## config.mk

```make
export PLATFORM = sky130hd
export DESIGN_NAME = lj_pair_coeff_stage_flat
export DESIGN_NICKNAME = d
export VERILOG_FILES = /design/src/rtl/lj_pair_coeff_stage.sv /design/src/rtl/lj_pair_coeff_stage_if.sv /design/src/flat_wrapper.sv
export SDC_FILE = /design/constraint.sdc
export NUM_CORES = 1
export LEC_CHECK = 0
export ABC_CLOCK_PERIOD_IN_PS = 2900
export CORE_ASPECT_RATIO = 0.7
export CORE_UTILIZATION = 53
export CTS_CLUSTER_DIAMETER = 30
export DETAILED_ROUTE_END_ITERATION = 8
export GPL_TIMING_DRIVEN = 1
export PLACE_DENSITY = 0.8
export REMOVE_ABC_BUFFERS = 1
export SKIP_CTS_REPAIR_TIMING = 1
export SYNTH_ARGS = -nofsm -noshare
export SYNTH_HDL_FRONTEND = slang
export SYNTH_SLANG_ARGS = --single-unit
```

## constraint.sdc

```tcl
create_clock -name clk -period 2.9 [get_ports clk]
set_input_delay 0.725 -clock clk [delete_from_list [all_inputs] [get_ports clk]]
set_output_delay 0.725 -clock clk [all_outputs]
set_load 0.05 [all_outputs]
```

## src/rtl/lj_pair_coeff_stage.sv

```systemverilog
// LJ pair coefficient stage: registered element-pair coefficient lookup feeding a show-ahead FIFO.
// Define LJ_PAIR_DROP_UNKNOWN_EN to discard unknown element pairs instead of forwarding zero coefficients.
package MD_pkg;
    localparam int ELEMENT_WIDTH = 2;
    localparam int FLOAT_WIDTH   = 32;

    // Normalised LJ force coefficients, IEEE-754 single precision.
    localparam logic [FLOAT_WIDTH-1:0] NA_NA_COEFF_14 = 32'h40C0_0000;
    localparam logic [FLOAT_WIDTH-1:0] NA_NA_COEFF_8  = 32'h4040_0000;
    localparam logic [FLOAT_WIDTH-1:0] NA_CL_COEFF_14 = 32'h4120_0000;
    localparam logic [FLOAT_WIDTH-1:0] NA_CL_COEFF_8  = 32'h40A0_0000;
    localparam logic [FLOAT_WIDTH-1:0] CL_CL_COEFF_14 = 32'h41C0_0000;
    localparam logic [FLOAT_WIDTH-1:0] CL_CL_COEFF_8  = 32'h4140_0000;
endpackage

module lj_pair_coeff_stage
    import MD_pkg::*;
#(
    parameter int DEPTH     = 4,
    parameter int ID_WIDTH  = 8,
    parameter int CNT_WIDTH = 16
) (
    input  logic                 clk,
    input  logic                 rst_n,
    lj_pair_coeff_stage_if.slave bus
);
    localparam int PTR_W = $clog2(DEPTH);

    typedef struct packed {
        logic [FLOAT_WIDTH-1:0] r2;
        logic [ID_WIDTH-1:0]    id;
        logic [FLOAT_WIDTH-1:0] coeff_14;
        logic [FLOAT_WIDTH-1:0] coeff_8;
    } token_t;

    token_t               look_tok;
    logic                 look_unk;
    logic                 accept;
    logic                 push;
    logic                 pop;
    logic                 fifo_valid;
    logic [PTR_W+1:0]     occupancy;

    logic                 s1_valid_q;
    token_t               s1_q;
    token_t               mem_q [DEPTH];
    token_t               head;
    logic [PTR_W-1:0]     wr_ptr_q, wr_ptr_d;
    logic [PTR_W-1:0]     rd_ptr_q, rd_ptr_d;
    logic [PTR_W:0]       count_q, count_d;
    logic [CNT_WIDTH-1:0] unk_cnt_q, unk_cnt_d;

    always_comb begin
        look_tok    = '0;
        look_unk    = 1'b0;
        look_tok.r2 = bus.i_r2;
        look_tok.id = bus.i_nb_id;
        case (bus.i_elements)
            4'b0101: begin
                look_tok.coeff_14 = NA_NA_COEFF_14;
                look_tok.coeff_8  = NA_NA_COEFF_8;
            end
            4'b0110, 4'b1001: begin
                look_tok.coeff_14 = NA_CL_COEFF_14;
                look_tok.coeff_8  = NA_CL_COEFF_8;
            end
            4'b1010: begin
                look_tok.coeff_14 = CL_CL_COEFF_14;
                look_tok.coeff_8  = CL_CL_COEFF_8;
            end
            default: look_unk = 1'b1;
        endcase
    end

    // Credit counts the stage-1 token too, so the stage-1 move never finds the FIFO full.
    // Ready depends on registered state only; a pop this cycle frees credit next cycle.
    assign occupancy        = {1'b0, count_q} + (PTR_W+2)'(s1_valid_q);
    assign bus.o_pair_ready = rst_n & (occupancy < (PTR_W+2)'(DEPTH));
    assign accept           = bus.i_pair_valid & bus.o_pair_ready;

    always_ff @(posedge clk or negedge rst_n) begin
        if (!rst_n) begin
            s1_valid_q <= 1'b0;
            s1_q       <= '0;
        end else begin
            s1_valid_q <= accept;
            if (accept) s1_q <= look_tok;
        end
    end

`ifdef LJ_PAIR_DROP_UNKNOWN_EN
    logic s1_unk_q;

    always_ff @(posedge clk or negedge rst_n) begin
        if (!rst_n)      s1_unk_q <= 1'b0;
        else if (accept) s1_unk_q <= look_unk;
    end

    assign push = s1_valid_q & ~s1_unk_q;
`else
    assign push = s1_valid_q;
`endif

    assign fifo_valid = (count_q != '0);
    assign pop        = fifo_valid & bus.i_ready;

    always_comb begin
        // NOTE: combinational logic uses blocking '=' and gives every target a default first, so no latch is inferred.
        wr_ptr_d  = wr_ptr_q;
        rd_ptr_d  = rd_ptr_q;
        count_d   = count_q;
        unk_cnt_d = unk_cnt_q;
        if (push) wr_ptr_d = wr_ptr_q + PTR_W'(1);
        if (pop)  rd_ptr_d = rd_ptr_q + PTR_W'(1);
        case ({push, pop})
            2'b10:   count_d = count_q + (PTR_W+1)'(1);
            2'b01:   count_d = count_q - (PTR_W+1)'(1);
            default: ;
        endcase
        if (accept && look_unk && (unk_cnt_q != '1)) unk_cnt_d = unk_cnt_q + CNT_WIDTH'(1);
    end

    // NOTE: the storage array has no reset; the head outputs are forced to zero while the FIFO is empty instead.
    always_ff @(posedge clk) begin
        if (push) mem_q[wr_ptr_q] <= s1_q;
    end

    always_ff @(posedge clk or negedge rst_n) begin
        if (!rst_n) begin
            // NOTE: sequential state is updated with non-blocking '<=' so every register samples pre-edge values.
            wr_ptr_q  <= '0;
            rd_ptr_q  <= '0;
            count_q   <= '0;
            unk_cnt_q <= '0;
        end else begin
            wr_ptr_q  <= wr_ptr_d;
            rd_ptr_q  <= rd_ptr_d;
            count_q   <= count_d;
            unk_cnt_q <= unk_cnt_d;
        end
    end

    assign head              = mem_q[rd_ptr_q];
    assign bus.o_valid       = fifo_valid;
    assign bus.o_r2          = fifo_valid ? head.r2 : '0;
    assign bus.o_nb_id       = fifo_valid ? head.id : '0;
    assign bus.o_coeff_14    = fifo_valid ? head.coeff_14 : '0;
    assign bus.o_coeff_8     = fifo_valid ? head.coeff_8 : '0;
    assign bus.o_unknown_cnt = unk_cnt_q;
endmodule

```

## src/rtl/lj_pair_coeff_stage_if.sv

```systemverilog
// Bus between the pair filter, lj_pair_coeff_stage and the LJ force evaluator.
// The stage takes the slave view; the filter/evaluator side takes the master view.
interface lj_pair_coeff_stage_if #(
    parameter int ID_WIDTH      = 8,
    parameter int CNT_WIDTH     = 16,
    parameter int FLOAT_WIDTH   = 32,
    parameter int ELEMENT_WIDTH = 2
);
    logic                       i_pair_valid;
    logic                       o_pair_ready;
    logic [2*ELEMENT_WIDTH-1:0] i_elements;
    logic [FLOAT_WIDTH-1:0]     i_r2;
    logic [ID_WIDTH-1:0]        i_nb_id;
    logic                       o_valid;
    logic                       i_ready;
    logic [FLOAT_WIDTH-1:0]     o_r2;
    logic [ID_WIDTH-1:0]        o_nb_id;
    logic [FLOAT_WIDTH-1:0]     o_coeff_14;
    logic [FLOAT_WIDTH-1:0]     o_coeff_8;
    logic [CNT_WIDTH-1:0]       o_unknown_cnt;

    modport slave (
        input  i_pair_valid, i_elements, i_r2, i_nb_id, i_ready,
        output o_pair_ready, o_valid, o_r2, o_nb_id, o_coeff_14, o_coeff_8, o_unknown_cnt
    );

    modport master (
        output i_pair_valid, i_elements, i_r2, i_nb_id, i_ready,
        input  o_pair_ready, o_valid, o_r2, o_nb_id, o_coeff_14, o_coeff_8, o_unknown_cnt
    );
endinterface

```

## src/flat_wrapper.sv

```systemverilog
// flat-port wrapper written by rule: the top's interface ports become plain ports
module lj_pair_coeff_stage_flat import MD_pkg::*;
#(
    parameter int DEPTH     = 4,
    parameter int ID_WIDTH  = 8,
    parameter int CNT_WIDTH = 16
)
  (clk, rst_n, bus_i_pair_valid, bus_i_elements, bus_i_r2, bus_i_nb_id, bus_i_ready, bus_o_pair_ready, bus_o_valid, bus_o_r2, bus_o_nb_id, bus_o_coeff_14, bus_o_coeff_8, bus_o_unknown_cnt);
  lj_pair_coeff_stage_if #(.ID_WIDTH(ID_WIDTH), .CNT_WIDTH(CNT_WIDTH)) bus_i ();
  input  logic clk;
  input  logic rst_n;
  input wire logic [$bits(bus_i.i_pair_valid)-1:0] bus_i_pair_valid;
  input wire logic [$bits(bus_i.i_elements)-1:0] bus_i_elements;
  input wire logic [$bits(bus_i.i_r2)-1:0] bus_i_r2;
  input wire logic [$bits(bus_i.i_nb_id)-1:0] bus_i_nb_id;
  input wire logic [$bits(bus_i.i_ready)-1:0] bus_i_ready;
  output wire logic [$bits(bus_i.o_pair_ready)-1:0] bus_o_pair_ready;
  output wire logic [$bits(bus_i.o_valid)-1:0] bus_o_valid;
  output wire logic [$bits(bus_i.o_r2)-1:0] bus_o_r2;
  output wire logic [$bits(bus_i.o_nb_id)-1:0] bus_o_nb_id;
  output wire logic [$bits(bus_i.o_coeff_14)-1:0] bus_o_coeff_14;
  output wire logic [$bits(bus_i.o_coeff_8)-1:0] bus_o_coeff_8;
  output wire logic [$bits(bus_i.o_unknown_cnt)-1:0] bus_o_unknown_cnt;
  assign bus_i.i_pair_valid = bus_i_pair_valid;
  assign bus_i.i_elements = bus_i_elements;
  assign bus_i.i_r2 = bus_i_r2;
  assign bus_i.i_nb_id = bus_i_nb_id;
  assign bus_i.i_ready = bus_i_ready;
  assign bus_o_pair_ready = bus_i.o_pair_ready;
  assign bus_o_valid = bus_i.o_valid;
  assign bus_o_r2 = bus_i.o_r2;
  assign bus_o_nb_id = bus_i.o_nb_id;
  assign bus_o_coeff_14 = bus_i.o_coeff_14;
  assign bus_o_coeff_8 = bus_i.o_coeff_8;
  assign bus_o_unknown_cnt = bus_i.o_unknown_cnt;
  lj_pair_coeff_stage #(.DEPTH(DEPTH), .ID_WIDTH(ID_WIDTH), .CNT_WIDTH(CNT_WIDTH)) u_core (.clk(clk), .rst_n(rst_n), .bus(bus_i));
endmodule
```

# Word level (Yosys, flattened, before mapping)
# Memory sizes are Yosys's and may differ from the RTL's.
# Cells that the tools add are included.
# totals
reg_bits	128
latchBits	0
ram_bits	416
mem_bits_ro	0
input_bits	48
out_inout_bits	122
elab_cells	42
mem_count	1
# mem_list
name	words	width	rd	rd_ports_with_merged_regs	write_ports	line	source
u_core.mem_q	4	104	1	0	1	lj_pair_coeff_stage.sv:46	token_t mem_q [DEPTH];
# classes
addsub	6
multipliers	0
n_div	0
n_lt_le_gt_ge	1
n_eq_ne	7
shifts	0
mux	9
bitwise_logic	3
n_reduce_logical	6
# op_table
op	n
case mux 63 bit (3 select lines)	1
2-to-1 mux 32 bit	3
adder 16 x 1 -> 16 bit, second input constant	1
inequality test 16 bit, second input constant	1
equality test 4 x 3 -> 1 bit, second input constant	2
equality test 4 bit, second input constant	2
2-to-1 mux 8 bit	1
case mux 3 bit (2 select lines)	1
adder 2 x 1 -> 2 bit, second input constant	2
adder 3 x 1 -> 4 bit	1
< comparator 4 x 3 -> 1 bit, second input constant	1
OR reduction 4 bit	1
adder 3 x 1 -> 3 bit, second input constant	1
AND 1 bit	3
2-to-1 mux 1 bit	3
nonzero test 3 bit	1
subtractor 3 x 1 -> 3 bit, second input constant	1
equality test 2 x 1 -> 1 bit, second input constant	1
equality test 2 bit, second input constant	1
logical AND 1 bit	2
nonzero test 2 bit	1
OR reduction 2 bit	1

# Depth between registers and ports, before layout
# Gate-level depths: netlist of run 1.
# logic_depth
word_depth	6
depth_mapped	9
mapped_depth_nobuf	8

# Worst setup path before layout of run 1
# No wires, ideal clock.
# synth_timing
path_type	input to output
from	in rst_n
to	out bus_o_pair_ready
arrival_ns	1.871
t_required_ns	2.175
slack_ns	0.304
path_stages	1
n_path_buf	0
path_cell_list	nor3b_1
# synth_between
elab_chain_cells	1
# synth_rtl
item	line	source
start: declaration	flat_wrapper.sv:11	input logic rst_n;
AND 1 bit	lj_pair_coeff_stage.sv:78	assign bus.o_pair_ready = rst_n & (occupancy < (PTR_W+2)'(DEPTH));
end: declaration	flat_wrapper.sv:17	output wire logic [$bits(bus_i.o_pair_ready)-1:0] bus_o_pair_ready;
# Every way passes these cells.

# Worst setup path in the final report of run 1
# layout_timing
from	reg u_core.rd_ptr_q[0]
to	out bus_o_r2[27]
# layout_between
elab_chain_cells	2
# layout_rtl
item	line	source
start: declaration	lj_pair_coeff_stage.sv:49	logic [PTR_W-1:0] rd_ptr_q, rd_ptr_d;
start signal: assignment	lj_pair_coeff_stage.sv:137	rd_ptr_q <= rd_ptr_d;
memory read (4 x 104 bit)	n/a	
2-to-1 mux 32 bit	lj_pair_coeff_stage.sv:145	assign bus.o_r2 = fifo_valid ? head.r2 : '0;
end: declaration	flat_wrapper.sv:19	output wire logic [$bits(bus_i.o_r2)-1:0] bus_o_r2;
# Every way passes these cells.

==> results.md, run 1 <==
* Wirelength per Cell at 20.3 um
* Final worst slack at 41.4 ps
* Synth async-reset ratio at 0.277
* Initial antenna violation count at 0
* Clock Latency Late Sink at 510 ps
* Crit path cell chain: buf_6, buf_12, mux4_2, and2_1, buf_4
* Syn_area_per_cell at 17.9 um^2
* Final Hold Viols at 0
* Total wire length at 20.2 mm
* Synth top cells by count: edfxtp_1 (180), dfrtp_1 (69), buf_4 (63)
* Pin count of the biggest net entering global routing at 63
* PwrDens at 1210 nW/um^2
* Max-cap viol count at 0
* CTS Sinks at 249
* 1st-iter DRT viols at 375
* Die Wd at 168 um
* Slew HR at 0.399
* Routing usage on met1 at 0.276
* Worst-Margin Slew at 901 ps
* Reg2reg start: u_core.count_q[2]$_DFFE_PN0P_
* Synth cell types at 40
* Antenna Nets Post-Route at 0
* Gr ovfl total at 0
* Crit Reg-Reg Endpoint: u_core.count_q[1]$_DFFE_PN0P_
* GRT met2 Usage at 0.346
* Die area at 19900 um^2
* Status: finished clean
* Top-area cell type share of the netlist area at 0.528
* Slowest-stage cell, CP: mux4_2
* Mapped Area at 10200 um^2
* Worst Setup Path Type: reg -> out
* Top FF cell, synth: edfxtp_1
* Vias in the first global route at 5669
* Max Fanout on Critical Path at 7
* Post-Synth Simple-Gate Area at 0.0549
* Fraction of layout cells with a size suffix above 1 at 0.325
* Total Routing Usage GR at 0.207
* CTS tree: done
* Clock Skew at 26.3 ps
* RSZ-0062 raised after global routing: true
* Pwr Total at 0.0157 W
* Fillcell total at 1204
* CTS HTree Levels at 2
* CP Launch Type: flop
* Peak VDD IR at 624 uV
* Clock buffer depth at 3
* Post-synth EDFFs at 180
* Dpl ws at 335 ps
* Initial cell density of the core at 0.541
* Worst setup path start: u_core.rd_ptr_q[0]$_DFFE_PN0P_
* Crit path max-delay family: multiplexers
* GR peak layer: met2
* Count of nets after finishing at 780
* Top-count cell post-synth: edfxtp_1
* Critical path's largest stage delay at 530 ps
* Area Overhead vs Synth at 26.4%
* Final period util at 0.986
* Compound-cell area share of the yosys netlist at 0.0155
* Synth area leaders: edfxtp_1 (53%), dfrtp_1 (17%), mux4_2 (9.9%), buf_4 (4.6%), mux2_2 (4.5%)
* Iteration count of the initial detailed-routing pass at 7
* Fmax at 350 MHz
* Synth Area in Adders at 0.00929
* First-pass GRT wire length at 31.1 mm
* Setup TNS at 0 ps
* Drt drc at 0
* Utilization after layout at 0.684
* Cell count after synthesis at 572
* M3 GR Usage at 0.0492
* Final setup violation count at 0
* Xor and xnor area share after synthesis at 0.0171
* Core Box Area at 18900 um^2
* # diodes at 0
* Synth warn at 0
* Buf/Inv on CP at 3
* Worst endpoint required time at 2170 ps
* Multiplexer area fraction after synthesis at 0.148
* Crit path DAT at 2130 ps
* Die H at 118 um
* Clk root buf: clkbuf_16
* Largest family of logic cells by synthesized area: multiplexers
* Final Max Tran Viols at 0
* Synthesized flop and latch total at 249
* Worst hold-check path type: in -> async
* Via/cell ratio at 5.38
* Post-synthesis sequential area ratio at 0.697
* Hold_ws at 59.9 ps
* GP Congestion at 0.832
* Worst Reg2Reg Path Length in Cells at 6
* Worst R2R Setup Slack at 670 ps
* Tmin final at 2860 ps
* Io pins at 170
* Port bufs at 115
* Pleak at 4.83 nW
* Rows at 42
* HPWL after DPL at 11.7 mm
* Leading area contributor after synthesis: edfxtp_1
* Cts bufs inserted at 38
* CP endpoint kind: output pin
* Worst-path clk slew at 50 ps
* Vias at 5354
[cell usage in the layout, fill, tap and decap left out, types with 3 or more instances in the layout]
| master | n |
|---|---|
| edfxtp_1 | 180 |
| dfrtp_1 | 67 |
| clkdlybuf4s50_1 | 62 |
| buf_4 | 56 |
| conb_1 | 54 |
| mux4_2 | 45 |
| and2_1 | 44 |
| mux2_2 | 41 |
| clkbuf_16 | 40 |
| buf_6 | 15 |
| xnor2_1 | 14 |
| inv_1 | 8 |
| buf_12 | 8 |
| nand4_1 | 7 |
| nand2_1 | 6 |
| and3_1 | 6 |
| xor2_1 | 6 |
| nor2_1 | 6 |
| ha_1 | 6 |
| inv_6 | 6 |
| o211ai_1 | 5 |
| a21oi_1 | 5 |
| and2_2 | 4 |
| o2111ai_1 | 4 |
| bufinv_16 | 4 |
| clkinvlp_4 | 4 |
| and2_4 | 3 |
| mux2_1 | 3 |
| o21ai_0 | 3 |
| clkbuf_1 | 3 |
| inv_8 | 3 |
| clkinv_2 | 3 |
[through the flow]
stage / std cells / instance area (um^2)
floorplan: 542 / 9870
global placement: 915 / 11400
detailed placement: 915 / 11400
CTS: 984 / 12700
global route: 996 / 12900
finish: 996 / 12900
[routing by layer]
metal | vias to the layer above | part of all wire
met2 | 197 | 0.50
met3 | 27 | 0.057
met5 | - | 0
li1 | 2376 | -
met4 | 0 | 0.013
met1 | 2754 | 0.43
[state kept, by name (all words and copies together) (netlist names)]
signal,cells
u_core.bus.o_unknown_cnt,16
u_core.count_q,3
u_core.mem_q,180
u_core.push,1
u_core.rd_ptr_q,2
u_core.s1_q,45
u_core.wr_ptr_q,2
[cell families after synthesis]
logic type	Yosys count
xor+xnor	20
simple gates	92
flops	249
compound gates	22
fa+ha+maj	7
buf+inv	91
mux	90
other cells	1
[power breakdown]
part,switching (W),internal [W]
Combinational,0.00340,0.00231
Clock,0.00163,0.00292
Sequential,0.000585,0.00484
[worst max path at each step]
stage | end | slack, ps | cells past startpoint
after detailed placement | bus_o_r2[7] | 340 | 4
after global placement | bus_o_r2[17] | 340 | 4
after floorplan | bus_o_coeff_14[21] | -1260 | 2
final | bus_o_r2[27] | 40 | 5
after CTS | bus_o_r2[28] | -250 | 4
after global routing | bus_o_r2[27] | -10 | 5
[final cells by class]
| type | count | area, um^2 | area share |
|---|---|---|---|
| Clock buffer | 44 | 1010 | 0.0784 |
| Multi-Input combinational cell | 285 | 2740 | 0.212 |
| Clock inverter | 25 | 293 | 0.0226 |
| Tap cell | 242 | 303 | 0.0234 |
| Inverter | 8 | 30.0 | 0.00232 |
| Timing Repair Buffer | 143 | 1420 | 0.110 |
| Sequential cell | 249 | 7140 | 0.552 |
No activity file was read; power rests on OpenSTA's default activity.
==> inputs of run 2 (changes only) <==
- CORE_UTILIZATION: 53 -> 34
- PLACE_DENSITY: 0.8 -> default
- REMOVE_ABC_BUFFERS: 1 -> default
==> run 2 against run 1 <==
Against the previous run:
- sequential cell count unchanged
- largest power group unchanged
- worst hold slack better by 140 ps
- cell area up 3.6%
- critical path depth down 1
- die area up 55%
- clock skew down 12 ps
- fmax about the same
- power up 6.4%
==> results.md, run 2 (synthesized netlist as in run 1, its figures left out) <==
* PwrDens at 1240 nW/um^2 (+2.7%)
* Count of nets after finishing at 779 (-0.13%)
* Slowest-stage cell, CP: mux4_2
* Worst endpoint required time at 2170 ps (about the same)
* Drt drc at 0 (unchanged)
* Pint at 0.0108 W (+7.5%)
* Fraction of layout cells with a size suffix above 1 at 0.352 (+0.0272)
* Most frequent cells in the layout: edfxtp_1 (180), dfrtp_1 (67), clkdlybuf4s50_1 (62), conb_1 (54), clkbuf_16 (48)
* CTS HTree Levels at 2 (unchanged)
* Worst Setup Path Type: reg -> out
* Vias in the first global route at 5867 (+3.5%)
* Clock Power Share at 0.326 (+0.036)
* Initial antenna violation count at 0 (unchanged)
* CTS tree: done
* Area Overhead vs Synth at 31.0%
* CP endpoint kind: output pin
* Final period util at 0.985 (about the same)
* Vias at 5311 (-0.80%)
* Clock Latency Late Sink at 530 ps (+20 ps)
* Sw Pwr at 0.00587 W (+4.5%)
* Die area at 30800 um^2 (+55%)
* Most common cell after layout, fill and taps aside: edfxtp_1
* Worst-path clk slew at 50 ps (about the same)
* Die H at 147 um (+24%)
* CTS Sinks at 249 (unchanged)
* Iteration count of the initial detailed-routing pass at 4 (-3)
* Rows at 52 (+24%)
* Max-cap viol count at 0 (unchanged)
* Fmax at 350 MHz (about the same)
* Clock Skew at 14.5 ps (-11.8 ps)
* Total wire length at 21.6 mm (+6.8%)
* Switching Share at 0.352 (-0.00639)
* First-pass GRT wire length at 33.4 mm (+7.2%)
* Initial cell density of the core at 0.350 (-0.191)
* Cts bufs inserted at 45 (+18%)
* Final Hold Viols at 0 (unchanged)
* Slew HR at 0.462 (+0.0632)
* Io pins at 170 (unchanged)
* Reg power frac at 0.324 (-0.022)
* 1st-iter DRT viols at 203 (-46%)
* Via/cell ratio at 4.66 (-13%)
* Critical path's largest stage delay at 510 ps (-20 ps)
* Crit path cell chain: buf_16, mux4_2, and2_1, buf_6
* # diodes at 0 (unchanged)
* RSZ-0062 raised after global routing: true
* Max Fanout on Critical Path at 23 (+16)
* Placed Area at 11600 um^2 (+1.6%)
* Fillcell total at 2495 (+110%)
* Antenna Nets Post-Route at 0 (unchanged)
* Combinational Power Share at 0.350 (-0.014)
* Register area at 7140 um^2 (about the same)
* Final Max Tran Viols at 0 (unchanged)
* Clock buffer depth at 3 (unchanged)
* CP Launch Type: flop
* Die Wd at 209 um (+25%)
* Status: finished clean
* Worst-Margin Slew at 807 ps (-94.7 ps)
* GP Congestion at 0.795 (-4.5%)
* Core Box Area at 29300 um^2 (+55%)
* HPWL after DPL at 13.2 mm (+12%)
* Clk root buf: clkbuf_16
* Worst hold-check path type: in -> async
* Total Routing Usage GR at 0.143 (-0.0640)
* Pwr Total at 0.0167 W (+6.4%)
* Top reg by flops: u_core.mem_q
* Peak VDD IR at 537 uV (-14%)
* Pin count of the biggest net entering global routing at 53 (-16%)
* Pleak at 4.97 nW (+2.9%)
* Wirelength per Cell at 19.0 um (-6.6%)
* Gr ovfl total at 0 (unchanged)
* Max reg flops at 180 (unchanged)
* Port bufs at 115 (unchanged)
* Tmin final at 2860 ps (-1.92 ps)
* Crit path DAT at 2130 ps (about the same)
* Final Cell Area at 13400 um^2 (+3.6%)
* Final setup violation count at 0 (unchanged)
* Area of the multi-input gates at 2780 um^2 (+1.4%)
## run 2: cell types whose count changed in the layout (fill, tap and decap cells not counted), sizes merged
cell          change
clkinvlp          +3
inv               +2
dlymetal6s2s      +1
buf               -9
bufinv            +2
clkbuf            +8
## run 2: area by class of cell
cell class | instances | share of cell area
sequential | 249 | 0.532
multi-input combinational | 285 | 0.207
timing repair buffer | 135 | 0.104
clock buffer | 52 | 0.0913
tap | 378 | 0.0353
clock inverter | 32 | 0.0282
inverter | 8 | 0.00224
## run 2: critical path: cells and delay by family, from the launching register on
| kind | cells | cell delay (ps) |
|---|---|---|
| buffers and inverters | 2 | 390 |
| DFF | 1 | 490 |
| muxes | 1 | 510 |
| and+or+nand+nor | 1 | 200 |
## run 2: metrics by stage
| stage | hold slack, ps | setup WS, ps | util | setup TNS [ps] | cells |
|---|---|---|---|---|---|
| detailed placement | 501 | 343 | 0.397 | 0 | 1054 |
| CTS | 181 | -101 | 0.452 | -636 | 1138 |
| global route | 200 | -46.5 | 0.458 | -142 | 1139 |
| floorplan | 429 | 304 | - | 0 | 625 |
| global placement | 485 | 378 | 0.397 | 0 | 1054 |
| finish | 200 | 43.3 | 0.458 | 0 | 1139 |
## run 2: path summary, 6_finish.rpt
check	start	end	slack [ps]	cells past startpoint
setup reg to reg	u_core.count_q[2]$_DFFE_PN0P_	u_core.count_q[1]$_DFFE_PN0P_	560	7
min in group clk	u_core.s1_q[102]$_DFFE_PN0P_	u_core.mem_q[2][101]$_DFFE_PP_	510	0
setup / recovery	u_core.rd_ptr_q[0]$_DFFE_PN0P_	bus_o_nb_id[1]	40	4
hold reg to reg	u_core.s1_q[102]$_DFFE_PN0P_	u_core.mem_q[2][101]$_DFFE_PP_	510	0
max in group asynchronous	rst_n	u_core.rd_ptr_q[0]$_DFFE_PN0P_	1870	2
hold / removal	rst_n	u_core.bus.o_unknown_cnt[11]$_DFFE_PN0P_	200	2
## run 2: power groups by stage
stage | Sequential (W) | Combinational (W) | Clock [W]
detailed placement | 0.00546 | 0.00550 | 0
CTS | 0.00540 | 0.00552 | 0.00556
floorplan | 0.00532 | 0.00397 | 0
global placement | 0.00537 | 0.00544 | 0
finish | 0.00541 | 0.00583 | 0.00545
global route | 0.00551 | 0.00615 | 0.00572
## run 2: metal layers
| metal | track usage | share of wire | vias to the layer above |
|---|---|---|---|
| li1 | - | - | 2386 |
| met1 | 0.182 | 0.44 | 2736 |
| met2 | 0.237 | 0.49 | 149 |
| met3 | 0.0385 | 0.051 | 40 |
| met4 | 0.0511 | 0.023 | 0 |
| met5 | 0 | 0 | - |
==> inputs of run 3 (changes only) <==
- SETUP_SLACK_MARGIN: default -> 0.5
==> run 3 against run 2 <==
Against the previous run:
- register-to-register slack better by 70 ps
- sequential power about the same
- via count up 2.1%
- worst hold slack better by 92 ps
- first-iteration DRC count up 26%
- fmax down 0.25%
- combinational power up 18%
- global-route usage up 0.19 points
- sequential share of layout area down 1.4 points
- power up 4.3%
- critical path type unchanged
- critical endpoint unchanged
==> results.md, run 3 (synthesized netlist as in run 1, its figures left out) <==
* CTS HTree Levels at 2 (unchanged)
* Crit path DAT at 2140 ps (about the same)
* Vias at 5420 (+2.1%)
* CTS Sinks at 249 (unchanged)
* Utilization after layout at 0.470 (+0.0122)
* Area Overhead vs Synth at 34.5%
* Worst Reg2Reg Path Length in Cells at 9 (+2)
* CP endpoint kind: output pin
* Final worst slack at 36.1 ps (-7.21 ps)
* Drt drc at 0 (unchanged)
* Crit path max-delay family: flip-flops
* Crit Reg-Reg Endpoint: u_core.count_q[2]$_DFFE_PN0P_
* Initial antenna violation count at 1 (+1)
* Cells after DPL at 1049 (-0.47%)
* Rows at 52 (unchanged)
* Peak VDD IR at 645 uV (+20%)
* CP Launch Type: flop
* Clk root buf: clkbuf_16
* Max-cap viol count at 0 (unchanged)
* Crit path cell chain: buf_12, buf_16, mux4_2, and2_4, buf_6
* Max reg flops at 180 (unchanged)
* HPWL after DPL at 13.2 mm (-0.17%)
* Final setup violation count at 0 (unchanged)
* Pin count of the biggest net entering global routing at 47 (-11%)
* Antenna Nets Post-Route at 0 (unchanged)
* GP Congestion at 0.818 (+3.0%)
* Status: finished clean
* Die H at 147 um (unchanged)
* Final period util at 0.988 (+0.00249)
* Final Cell Area at 13800 um^2 (+2.7%)
* Clock Skew at 20.1 ps (+5.61 ps)
* Most frequent cells in the layout: edfxtp_1 (180), dfrtp_1 (66), conb_1 (54), clkbuf_16 (46), clkdlybuf4s50_1 (46)
* Wirelength per Cell at 19.8 um (+4.7%)
* Buf/Inv on CP at 3 (+1)
* Via/cell ratio at 4.76 (+2.1%)
* Worst endpoint required time at 2170 ps (about the same)
* RSZ-0062 raised after global routing: true
* Pleak at 5.36 nW (+7.9%)
* Die area at 30800 um^2 (unchanged)
* Non-Filler Instances at 1138 (-0.088%)
* Total Routing Usage GR at 0.145 (+0.00191)
* Max Fanout on Critical Path at 6 (-74%)
* Fraction of layout cells with a size suffix above 1 at 0.384 (+0.0320)
* # diodes at 0 (unchanged)
* First-pass GRT wire length at 33.7 mm (+0.99%)
* Worst R2R Setup Slack at 630 ps (+70 ps)
* Placed Area at 11600 um^2 (-0.17%)
* Worst Setup Path Type: reg -> out
* Final Max Tran Viols at 0 (unchanged)
* CTS tree: done
* Worst-Margin Slew at 661 ps (-145 ps)
* Worst hold-check path type: in -> async
* Worst setup path start: u_core.rd_ptr_q[0]$_DFFE_PN0P_
* Total wire length at 22.6 mm (+4.6%)
* Io pins at 170 (unchanged)
* Vias in the first global route at 5749 (-2.0%)
* Port bufs at 115 (unchanged)
* Slew HR at 0.559 (+0.0968)
* Slowest-stage cell, CP: dfrtp_4
* Initial cell density of the core at 0.350 (unchanged)
* 1st-iter DRT viols at 255 (+26%)
* Clock buffer depth at 3 (unchanged)
* Iteration count of the initial detailed-routing pass at 4 (unchanged)
* Cts bufs inserted at 42 (-6.7%)
* Pwr Total at 0.0174 W (+4.3%)
* Fmax at 349 MHz (-0.25%)
* Count of nets after finishing at 782 (+0.39%)
* Worst-path clk slew at 50 ps (about the same)
* Gr ovfl total at 0 (unchanged)
* Most common cell after layout, fill and taps aside: edfxtp_1
* Final Hold Viols at 0 (unchanged)
* Fillcell total at 2471 (-0.96%)
* Top reg by flops: u_core.mem_q
* Reg2reg start: u_core.count_q[2]$_DFFE_PN0P_
* Tmin final at 2860 ps (+7.21 ps)
* Clock Latency Late Sink at 530 ps (about the same)
* Dpl ws at 360 ps (+16.8 ps)
* Core Box Area at 29300 um^2 (unchanged)
* Critical path's largest stage delay at 500 ps (about the same)
* Die Wd at 209 um (unchanged)
* PwrDens at 1260 nW/um^2 (+1.5%)
-- run 3: how the worst max path moves through the flow --
stage | to | slack, ps | cells after the start
2_1_floorplan | bus_o_r2[10] | 520 | 4
3_3_place_gp | u_core.count_q[2]$_DFFE_PN0P_ | 360 | 8
3_5_place_dp | u_core.bus.o_unknown_cnt[1]$_DFFE_PN0P_ | 360 | 6
4_1_cts | bus_o_coeff_8[30] | -120 | 4
5_1_grt | bus_o_nb_id[1] | -20 | 5
6_report | bus_o_nb_id[1] | 40 | 5
-- run 3: layout make-up --
cell class,count,area [um^2],area share
clock inverters,35,430,0.0313
repair buffers,141,1800,0.131
inverters,8,30.0,0.00218
multi-input cells,285,2840,0.206
flip-flops and latches,249,7140,0.518
clock buffers,42,1050,0.0763
well taps,378,473,0.0344
-- run 3: metrics by stage --
step | setup TNS [ps] | hold slack, ps
after CTS | -2140 | 290
final | 0 | 292
after floorplan | 0 | 429
after detailed placement | 0 | 499
after global routing | -68.8 | 312
after global placement | 0 | 482
-- run 3: power breakdown --
group / total, W / switching (W) / leakage, nW / internal (W)
Clock: 0.00514 / 0.00182 / 0.691 / 0.00332
Combinational: 0.00687 / 0.00371 / 2.19 / 0.00317
Sequential: 0.00538 / 0.000548 / 2.48 / 0.00484
Total: 0.0174 / 0.00607 / 5.36 / 0.0113
-- run 3: per-layer routing --
layer | wire (um) | track usage | vias up
met1 | 9970 | 0.192 | 2839
met4 | 510 | 0.0507 | 2
met2 | 10900 | 0.232 | 143
met5 | 13 | 0 | -
met3 | 1130 | 0.0391 | 52
li1 | - | - | 2384
